`config.mk`:
```
export PLATFORM = sky130hd
export DESIGN_NAME = uart_tx
export DESIGN_NICKNAME = d
export VERILOG_FILES = /design/src/rtl/uart_tx.sv
export SDC_FILE = /design/constraint.sdc
export NUM_CORES = 1
export LEC_CHECK = 0
export CORE_ASPECT_RATIO = 1.5
export CORE_MARGIN = 2
export CORE_UTILIZATION = 23
export CTS_CLUSTER_DIAMETER = 60
export DETAILED_ROUTE_END_ITERATION = 10
export GPL_TIMING_DRIVEN = 0
export PLACE_DENSITY = 0.39
export SYNTH_ARGS = -nofsm -noshare
export SYNTH_HDL_FRONTEND = slang
export SYNTH_SLANG_ARGS = --single-unit
```
`constraint.sdc`:
```
create_clock -name clk_3125 -period 3.2 [get_ports clk_3125]
set_clock_uncertainty 0.05 [all_clocks]
set_input_delay 0.48 -clock clk_3125 [delete_from_list [all_inputs] [get_ports clk_3125]]
set_output_delay 0.48 -clock clk_3125 [all_outputs]
set_load 0.1 [all_outputs]
```
`src/rtl/uart_tx.sv`:
```
// uart_tx - byte-wide serial transmitter for the 3.125 MHz domain.
//
// Bytes enter a small FIFO over a valid/ready handshake. Each byte is sent as
// an 11-bit frame: start (0), 8 data bits MSB first, even parity (XOR of the
// data bits), stop (1). Every bit is held CLKS_PER_BIT clocks. When another
// byte is waiting at the end of a stop bit, the next start bit follows with
// no idle gap.
//
// Handshake: a byte on tx_data is taken on any rising edge where
// tx_valid && tx_ready. tx_ready is low only while the FIFO is full, and a
// write into a full FIFO is dropped even if a pop happens on the same edge;
// the upstream stage must hold tx_data/tx_valid until it sees tx_ready.
//
// Ports:
//   clk_3125   in   system clock, rising edge
//   rst        in   synchronous active-high reset
//   tx_data    in   [7:0] byte to send
//   tx_valid   in   write request
//   tx_ready   out  FIFO not full
//   tx         out  serial line, idles high, registered
//   tx_busy    out  high while a frame is on the line
//   tx_done    out  one-cycle pulse after the last stop-bit clock
//   fsm_state  out  [2:0] current FSM state encoding (debug)
module uart_tx #(
    parameter int CLKS_PER_BIT = 27,
    parameter int FIFO_DEPTH   = 4
) (
    input  logic       clk_3125,
    input  logic       rst,
    input  logic [7:0] tx_data,
    input  logic       tx_valid,
    output logic       tx_ready,
    output logic       tx,
    output logic       tx_busy,
    output logic       tx_done,
    output logic [2:0] fsm_state
);

    localparam int AW = $clog2(FIFO_DEPTH);
    localparam int CW = $clog2(CLKS_PER_BIT);

    typedef enum logic [2:0] {
        IDLE   = 3'd0,
        START  = 3'd1,
        DATA   = 3'd2,
        PARITY = 3'd3,
        STOP   = 3'd4
    } state_t;

    state_t        state;
    logic [CW-1:0] clk_cnt;
    logic [2:0]    bit_cnt;
    logic [7:0]    shift;
    logic          parity;
    logic          frame_end;

    // FIFO: pointers carry one extra wrap bit so full and empty are distinct.
    logic [7:0]    mem [FIFO_DEPTH];
    logic [AW:0]   wr_ptr;
    logic [AW:0]   rd_ptr;
    logic          fifo_empty;
    logic          fifo_full;
    logic          wr_en;
    logic          pop;
    logic          clk_last;
    logic [7:0]    head;
    logic          line_bit;

    assign fifo_empty = (wr_ptr == rd_ptr);
    assign fifo_full  = (wr_ptr[AW] != rd_ptr[AW]) &&
                        (wr_ptr[AW-1:0] == rd_ptr[AW-1:0]);
    assign tx_ready   = !fifo_full;
    assign wr_en      = tx_valid && !fifo_full;
    assign clk_last   = (clk_cnt == CW'(CLKS_PER_BIT - 1));
    assign head       = mem[rd_ptr[AW-1:0]];
    assign fsm_state  = state;

    // A pop happens from IDLE, or at the final stop-bit clock so the next
    // start bit follows the stop bit directly.
    assign pop = !fifo_empty && ((state == IDLE) || (state == STOP && clk_last));

    always_ff @(posedge clk_3125) begin
        if (wr_en) begin
            mem[wr_ptr[AW-1:0]] <= tx_data;
        end
    end

    always_ff @(posedge clk_3125) begin
        if (rst) begin
            wr_ptr <= '0;
            rd_ptr <= '0;
        end else begin
            if (wr_en) begin
                wr_ptr <= wr_ptr + (AW+1)'(1);
            end
            if (pop) begin
                rd_ptr <= rd_ptr + (AW+1)'(1);
            end
        end
    end

    // Line level belonging to the state held during this cycle. tx and
    // tx_busy register it, so the line trails the state by one clock and
    // every bit still lasts exactly CLKS_PER_BIT clocks.
    always_comb begin
        line_bit = 1'b1;
        case (state)
            IDLE:    line_bit = 1'b1;
            START:   line_bit = 1'b0;
            DATA:    line_bit = shift[7];
            PARITY:  line_bit = parity;
            STOP:    line_bit = 1'b1;
            default: line_bit = 1'b1;
        endcase
    end

    always_ff @(posedge clk_3125) begin
        if (rst) begin
            state     <= IDLE;
            clk_cnt   <= '0;
            bit_cnt   <= '0;
            shift     <= '0;
            parity    <= 1'b0;
            frame_end <= 1'b0;
            tx        <= 1'b1;
            tx_busy   <= 1'b0;
            tx_done   <= 1'b0;
        end else begin
            tx        <= line_bit;
            tx_busy   <= (state != IDLE);
            // frame_end marks the last stop-bit clock of the state; the extra
            // stage lines tx_done up with the end of the stop bit on tx.
            frame_end <= (state == STOP) && clk_last;
            tx_done   <= frame_end;

            case (state)
                IDLE: begin
                    clk_cnt <= '0;
                    bit_cnt <= '0;
                    if (pop) begin
                        shift  <= head;
                        parity <= ^head;
                        state  <= START;
                    end
                end
                START: begin
                    if (clk_last) begin
                        clk_cnt <= '0;
                        bit_cnt <= '0;
                        state   <= DATA;
                    end else begin
                        clk_cnt <= clk_cnt + CW'(1);
                    end
                end
                DATA: begin
                    if (clk_last) begin
                        clk_cnt <= '0;
                        shift   <= {shift[6:0], 1'b0};
                        if (bit_cnt == 3'd7) begin
                            bit_cnt <= '0;
                            state   <= PARITY;
                        end else begin
                            bit_cnt <= bit_cnt + 3'd1;
                        end
                    end else begin
                        clk_cnt <= clk_cnt + CW'(1);
                    end
                end
                PARITY: begin
                    if (clk_last) begin
                        clk_cnt <= '0;
                        state   <= STOP;
                    end else begin
                        clk_cnt <= clk_cnt + CW'(1);
                    end
                end
                STOP: begin
                    if (clk_last) begin
                        clk_cnt <= '0;
                        if (pop) begin
                            shift  <= head;
                            parity <= ^head;
                            state  <= START;
                        end else begin
                            state  <= IDLE;
                        end
                    end else begin
                        clk_cnt <= clk_cnt + CW'(1);
                    end
                end
                default: begin
                    clk_cnt <= '0;
                    state   <= IDLE;
                end
            endcase
        end
    end

endmodule

```
======== After elaboration in Yosys (flattened, before gate mapping) ========
Memory sizes are Yosys's and may differ from the RTL's. A register that Yosys moved wholly into a read port is not among the register bits.
Cells that the tools add are included.
storage, ports and cells
  memory bits (writable) .................. 32
  logic and storage cells ................. 75
  memories kept ........................... 1
  output and inout port bits .............. 7
  input port bits ......................... 11
  register bits ........................... 30
cells by class
  reduce and logical (&&, ||, !) cells .... 19
  $add $sub $neg .......................... 4
  equal/unequal tests ..................... 15
  bitwise gates (word level) .............. 1
  multiplexer cells ....................... 24
memories
  name  words  bits a word  rd ports  clocked after Yosys merged registers in  write ports  line  RTL
  mem   4      8            1         1                                        1            58    logic [7:0] mem [FIFO_DEPTH];
operators with widths
  kind                                                             count
  3-bit 2-to-1 mux                                                 9
  8-bit 2-to-1 mux                                                 3
  8-bit one-hot mux with 3 select lines                            1
  3-bit one-hot mux with 5 select lines                            1
  2-bit != test, second input constant                             6
  3-bit by 1-bit adder with 3-bit output, second input constant    3
  3-bit one-hot mux with 3 select lines                            1
  3-bit nonzero test                                               3
  8-bit parity                                                     1
  3-bit by 2-bit == test with 1-bit output, second input constant  2
  3-bit == test, second input constant                             2
  3-bit AND reduction                                              2
  6-bit AND reduction                                              1
  5-bit by 1-bit adder with 5-bit output, second input constant    1
  5-bit == test, second input constant                             1
  1-bit 2-to-1 mux                                                 5
  1-bit logical AND                                                4
  2-bit 2-to-1 mux                                                 2
  4-bit OR reduction                                               1
  3-bit by 1-bit == test with 1-bit output, second input constant  1
  3-bit == test                                                    1
  3-bit logical NOT                                                1
  1-bit one-hot mux with 3 select lines                            1
  3-bit OR reduction                                               1
  other kinds (8)                                                  9

======== Longest topological paths before layout ========
  depth after elaboration ................. 7
  mapped depth ............................ 8
  depth with buffers taken out ............ 7

======== Least setup slack after synthesis ========
OpenSTA, ideal clock, no wires.
  kind .................................... register to register
  from .................................... register state[2], in the netlist fsm_state[2]
  to ...................................... register shift[4]
  required time ........................... 3.008 ns
  slack ................................... 0.959 ns
  arrival ................................. 2.049 ns
  library setup time ...................... 0.142 ns
  stages on the path, launching flop included .. 7
  buffers on the path ..................... 2
  clock period less this slack ............ 2.241 ns
  cells stage by stage .................... dfxtp_1 > clkbuf_1 > nand2_1 > a32o_1 > buf_2 > a21oi_1 > a311oi_1
between the ends
  cells in the longest elaborated chain, start to end .. 7
  elaborated cells on any way between the ends .. 13
  those cells by class .................... eq/ne: 4; mux: 3; reduce/logical: 6
ends and longest elaborated chain
  what                                   line     RTL
  from (decl)                            50       state_t state;
  from (signal assigned)                 119      state <= IDLE;
  from (signal assigned)                 143      state <= START;
  from (signal assigned)                 150      state <= DATA;
  3-bit == test                          80, 136
  1-bit logical AND                      80       assign pop = !fifo_empty && ((state == IDLE) || (state == STOP && clk_last));
  1-bit logical OR                       80
  1-bit logical AND                      80
  8-bit 2-to-1 mux (2 in series)         --
  8-bit one-hot mux with 3 select lines  136      case (state)
  to (signal assigned)                   158      shift <= {shift[6:0], 1'b0};
  to (decl)                              53       logic [7:0] shift;
Several ways; a longest one is shown, not always the timed one. The select of a mux whose other input is x is not followed.
A chain may end at the register's enable or synchronous reset.

======== Final worst setup path ========
  from .................................... register wr_ptr[0]
  to ...................................... output tx_ready
between the ends
  cells in the longest elaborated chain, start to end .. 3
ends and longest elaborated chain
  what                    line  RTL
  from (decl)             59    logic [AW:0] wr_ptr;
  from (signal assigned)  94    wr_ptr <= wr_ptr + (AW+1)'(1);
  2-bit == test           71    (wr_ptr[AW-1:0] == rd_ptr[AW-1:0]);
  1-bit logical AND       70    assign fifo_full = (wr_ptr[AW] != rd_ptr[AW]) &&
  1-bit logical NOT       72    assign tx_ready = !fifo_full;
  to (decl)               32    output logic tx_ready,
No other way between the ends.

==> metrics.md <==
| Metric | Value |
|---|---|
| Hold-fix buffers at CTS | `0` |
| RSZ-0062 raised after global routing | `no` |
| Final Util | `29.20%` |
| ANT cells | `0` |
| Complex-gate fraction of the synthesized area | `8.088%` |
| Pleak | `1.126 nW` |
| Worst hold stages | `1` |
| Status | `finished clean` |
| Synthesized cell area | `2723 sq um` |
| Mapped Cells | `215` |
| DRC errors left | `0` |
| FF-to-FF Start | `wr_ptr[0]$_SDFFE_PP0P_` |
| Register bit total from synthesis | `64` |
| IO buf count | `16` |
| Synth area leader | `edfxtp_1` |
| Die width | `92.84 um` |
| CTS Sinks | `64` |
| Crit share post-route | `84.84%` |
| Layout area overhead | `23.67%` |
| Syn. warnings | `0` |
| Final nets | `262` |
| # IOs | `18` |
| Routed vias | `1708` |
| Peak VDD IR | `0.3441 mV` |
| Row cnt | `48` |
| Filler cell count | `1198` |
| Simple-Gate Fraction of Synth Area | `9.835%` |
| Pwr Total | `0.002927 W` |
| Antenna violations before repair | `0` |
| Drt wl/cell | `14.10 um` |
| Clk root buf | `clkbuf_16` |
| Slew Limit Fails | `0` |
| Worst Hold End | `tx_done$_SDFF_PP0_` |
| P_sw | `0.0009545 W` |
| Max_cap viols | `0` |
| Worst endpoint data arrival time | `2180 ps` |
| CP Class | `reg -> out` |
| 1st-iter DRT viols | `84` |
| CP max FO | `5` |
| Count of final setup violators | `0` |
| Critical path capture point type | `output port` |
| Top-area cell type share of the netlist area | `35.29%` |
| Post-Synth Adder-Cell Area | `4.504%` |
| Sequential-to-total area share from yosys stat | `58.82%` |
| Worst reg-to-reg setup slack | `1140 ps` |
| Layout cells sized above 1 | `11.74%` |
| DRT Pass-1 Iters | `4` |
| Via count of the first global-routing pass | `1812` |
| Initial Utilization | `23.61%` |
| H-tree depth | `3` |
| Post-route ant nets | `0` |
| Routability-driven placement congestion ratio | `0.7410` |
| Clock Latency Late Sink | `340 ps` |
| Required @ worst endpoint | `2670 ps` |
| Fin Setup TNS | `0 ps` |
| P per Cell Area | `869.4 nW/um^2` |
| Clock transition at path regs | `60 ps` |
| Worst slew margin | `35.20%` |
| Fmax | `368.3 MHz` |
| Reg2reg end | `mem[3][4]$_DFFE_PP_` |
| Drt via density | `4.302` |
| CTS tree | `done` |
| CP startpoint kind | `register` |
| Cell-internal power | `0.001973 W` |
| FF-to-FF path depth | `3` |
| Hpwl dp | `3828 um` |
| Pin count of the biggest net entering global routing | `13` |
| Hold Path Origin | `frame_end$_SDFF_PP0_` |
| Synth Net Count | `235` |
| Leading post-synthesis cells by cell area | `edfxtp_1, dfxtp_1, mux4_2, xnor2_1, ha_1` |
| Net Sw Frac | `32.61%` |
| Setup Fix Bufs, Post-CTS | `0` |
| Post-Syn Area per Cell | `12.66 sq um` |
| Global Route Usage Sum | `9.846%` |
| Clock share of power | `33.5%` |
| Largest family of logic cells by synthesized area | `simple AND/OR/NAND/NOR gates` |
| Pin slew with the least headroom to its limit | `969.0 ps` |
| Combinational Power Share | `31.2%` |
| Mux cell area share after synthesis | `9.559%` |
| XOR/XNOR Fraction of Synth Area | `6.112%` |
| Grt total ovfl | `0` |
| Fin. Hold Viols | `0` |
| CORE AREA | `11530 sq um` |
| Overall die height | `137.3 um` |
| Most frequent cells in the layout | `dfxtp_1, edfxtp_1, nor2_1` |
| TritonCTS buffer count | `9` |
| Hold Path Class | `reg -> reg` |
| Post-cts sizing count | `0` |
| Netlist cell types | `34` |
| Seq pwr share | `35.3%` |
| Final wirelength | `5599 um` |
| Die area | `12740 sq um` |
| CTS Buffer Depth | `2` |
| Tmin final | `2715 ps` |
| First-pass GRT wire length | `9190 um` |
==> stage by stage <==
step	hold slack, ps	instances	instance area, sq um	setup slack, ps
after global placement	368.0	381	3070	725.2
final	388.8	397	3367	485.1
after floorplan	363.8	215	2723	958.7
after global routing	408.7	397	3367	401.7
after CTS	396.0	397	3367	462.7
after detailed placement	381.7	381	3070	736.1
==> sequential cells by signal, summed over array words and instances, names as in the netlist, named ones only <==
signal and flops:
bit_cnt 3, wr_ptr 3, fsm_state 3, mem 32, frame_end 1, tx_done 1
parity 1, clk_cnt 5, shift 8, tx_busy 1, tx 1, rd_ptr 3
==> cell families after synthesis <==
family          count (synthesis)
mux                            16
simple gates                   53
fa+ha+maj                      10
xor+xnor                       19
compound gates                 34
flops                          64
buf+inv                        19
==> routing by layer <==
| metal | share of wire, % | vias to the layer above | wire [um] | GRT usage (%) |
|---|---|---|---|---|
| met5 | 0 | - | 0 | 0 |
| met4 | 2.4 | 0 | 137 | 5.392 |
| met3 | 3.3 | 8 | 183 | 3.173 |
| met2 | 53 | 21 | 2988 | 17.71 |
| met1 | 41 | 833 | 2289 | 10.01 |
| li1 | - | 846 | - | - |
==> worst max path at each step <==
stage	depth (start not counted)	slack [ps]	end	from
floorplan	6	960	shift[4]$_SDFFE_PP0P_	fsm_state[2]$_SDFFE_PP0P_
global placement	4	730	mem[3][4]$_DFFE_PP_	tx_valid
detailed placement	4	740	mem[3][5]$_DFFE_PP_	tx_valid
CTS	3	460	tx_ready	wr_ptr[0]$_SDFFE_PP0P_
global route	3	400	tx_ready	wr_ptr[0]$_SDFFE_PP0P_
finish	3	490	tx_ready	wr_ptr[0]$_SDFFE_PP0P_
==> synthesized netlist by cell type (all sizes together) <==
cell type,n
a32o,1
xor2,4
and2,4
buf,4
clkbuf,9
xnor2,15
edfxtp,32
mux2i,8
nand2,6
nand4,1
maj3,1
a211oi,1
nand4b,3
nor3,2
ha,9
and3,1
nor2,22
a311oi,7
o21ai,6
a31oi,2
nor3b,2
nand3b,1
a21oi,15
o2111ai,1
nand3,8
mux4,8
a21bo,1
nor2b,1
dfxtp,32
clkinv,1
and4b,2
inv,5
==> critical path, stage by stage (launching register included) <==
cell,delay [ps]
dfxtp_1,440
xnor2_1,160
nand3_1,110
clkdlybuf4s50_1,1130
==> power groups by stage <==
stage | clock network (W) | registers, W | logic (W)
after global placement | 0 | 0.00105 | 0.000932
after global routing | 0.00104 | 0.00105 | 0.00103
final | 0.000980 | 0.00103 | 0.000914
after CTS | 0.00100 | 0.00104 | 0.000946
after detailed placement | 0 | 0.00105 | 0.000939
after floorplan | 0 | 0.00112 | 0.000662
==> final cells by class <==
cell class              count  area (sq um)  area share (%)
flip-flops and latches     64          1602           47.57
multi-input cells         132          1037           30.81
repair buffers             16         160.2           4.757
plain buffers              13         61.31           1.821
clock inverters             7         71.32           2.118
clock buffers               9         225.2           6.689
inverters                   6         22.52          0.6689
well taps                 150         187.7           5.574
No activity file was read; power rests on OpenSTA's default activity.
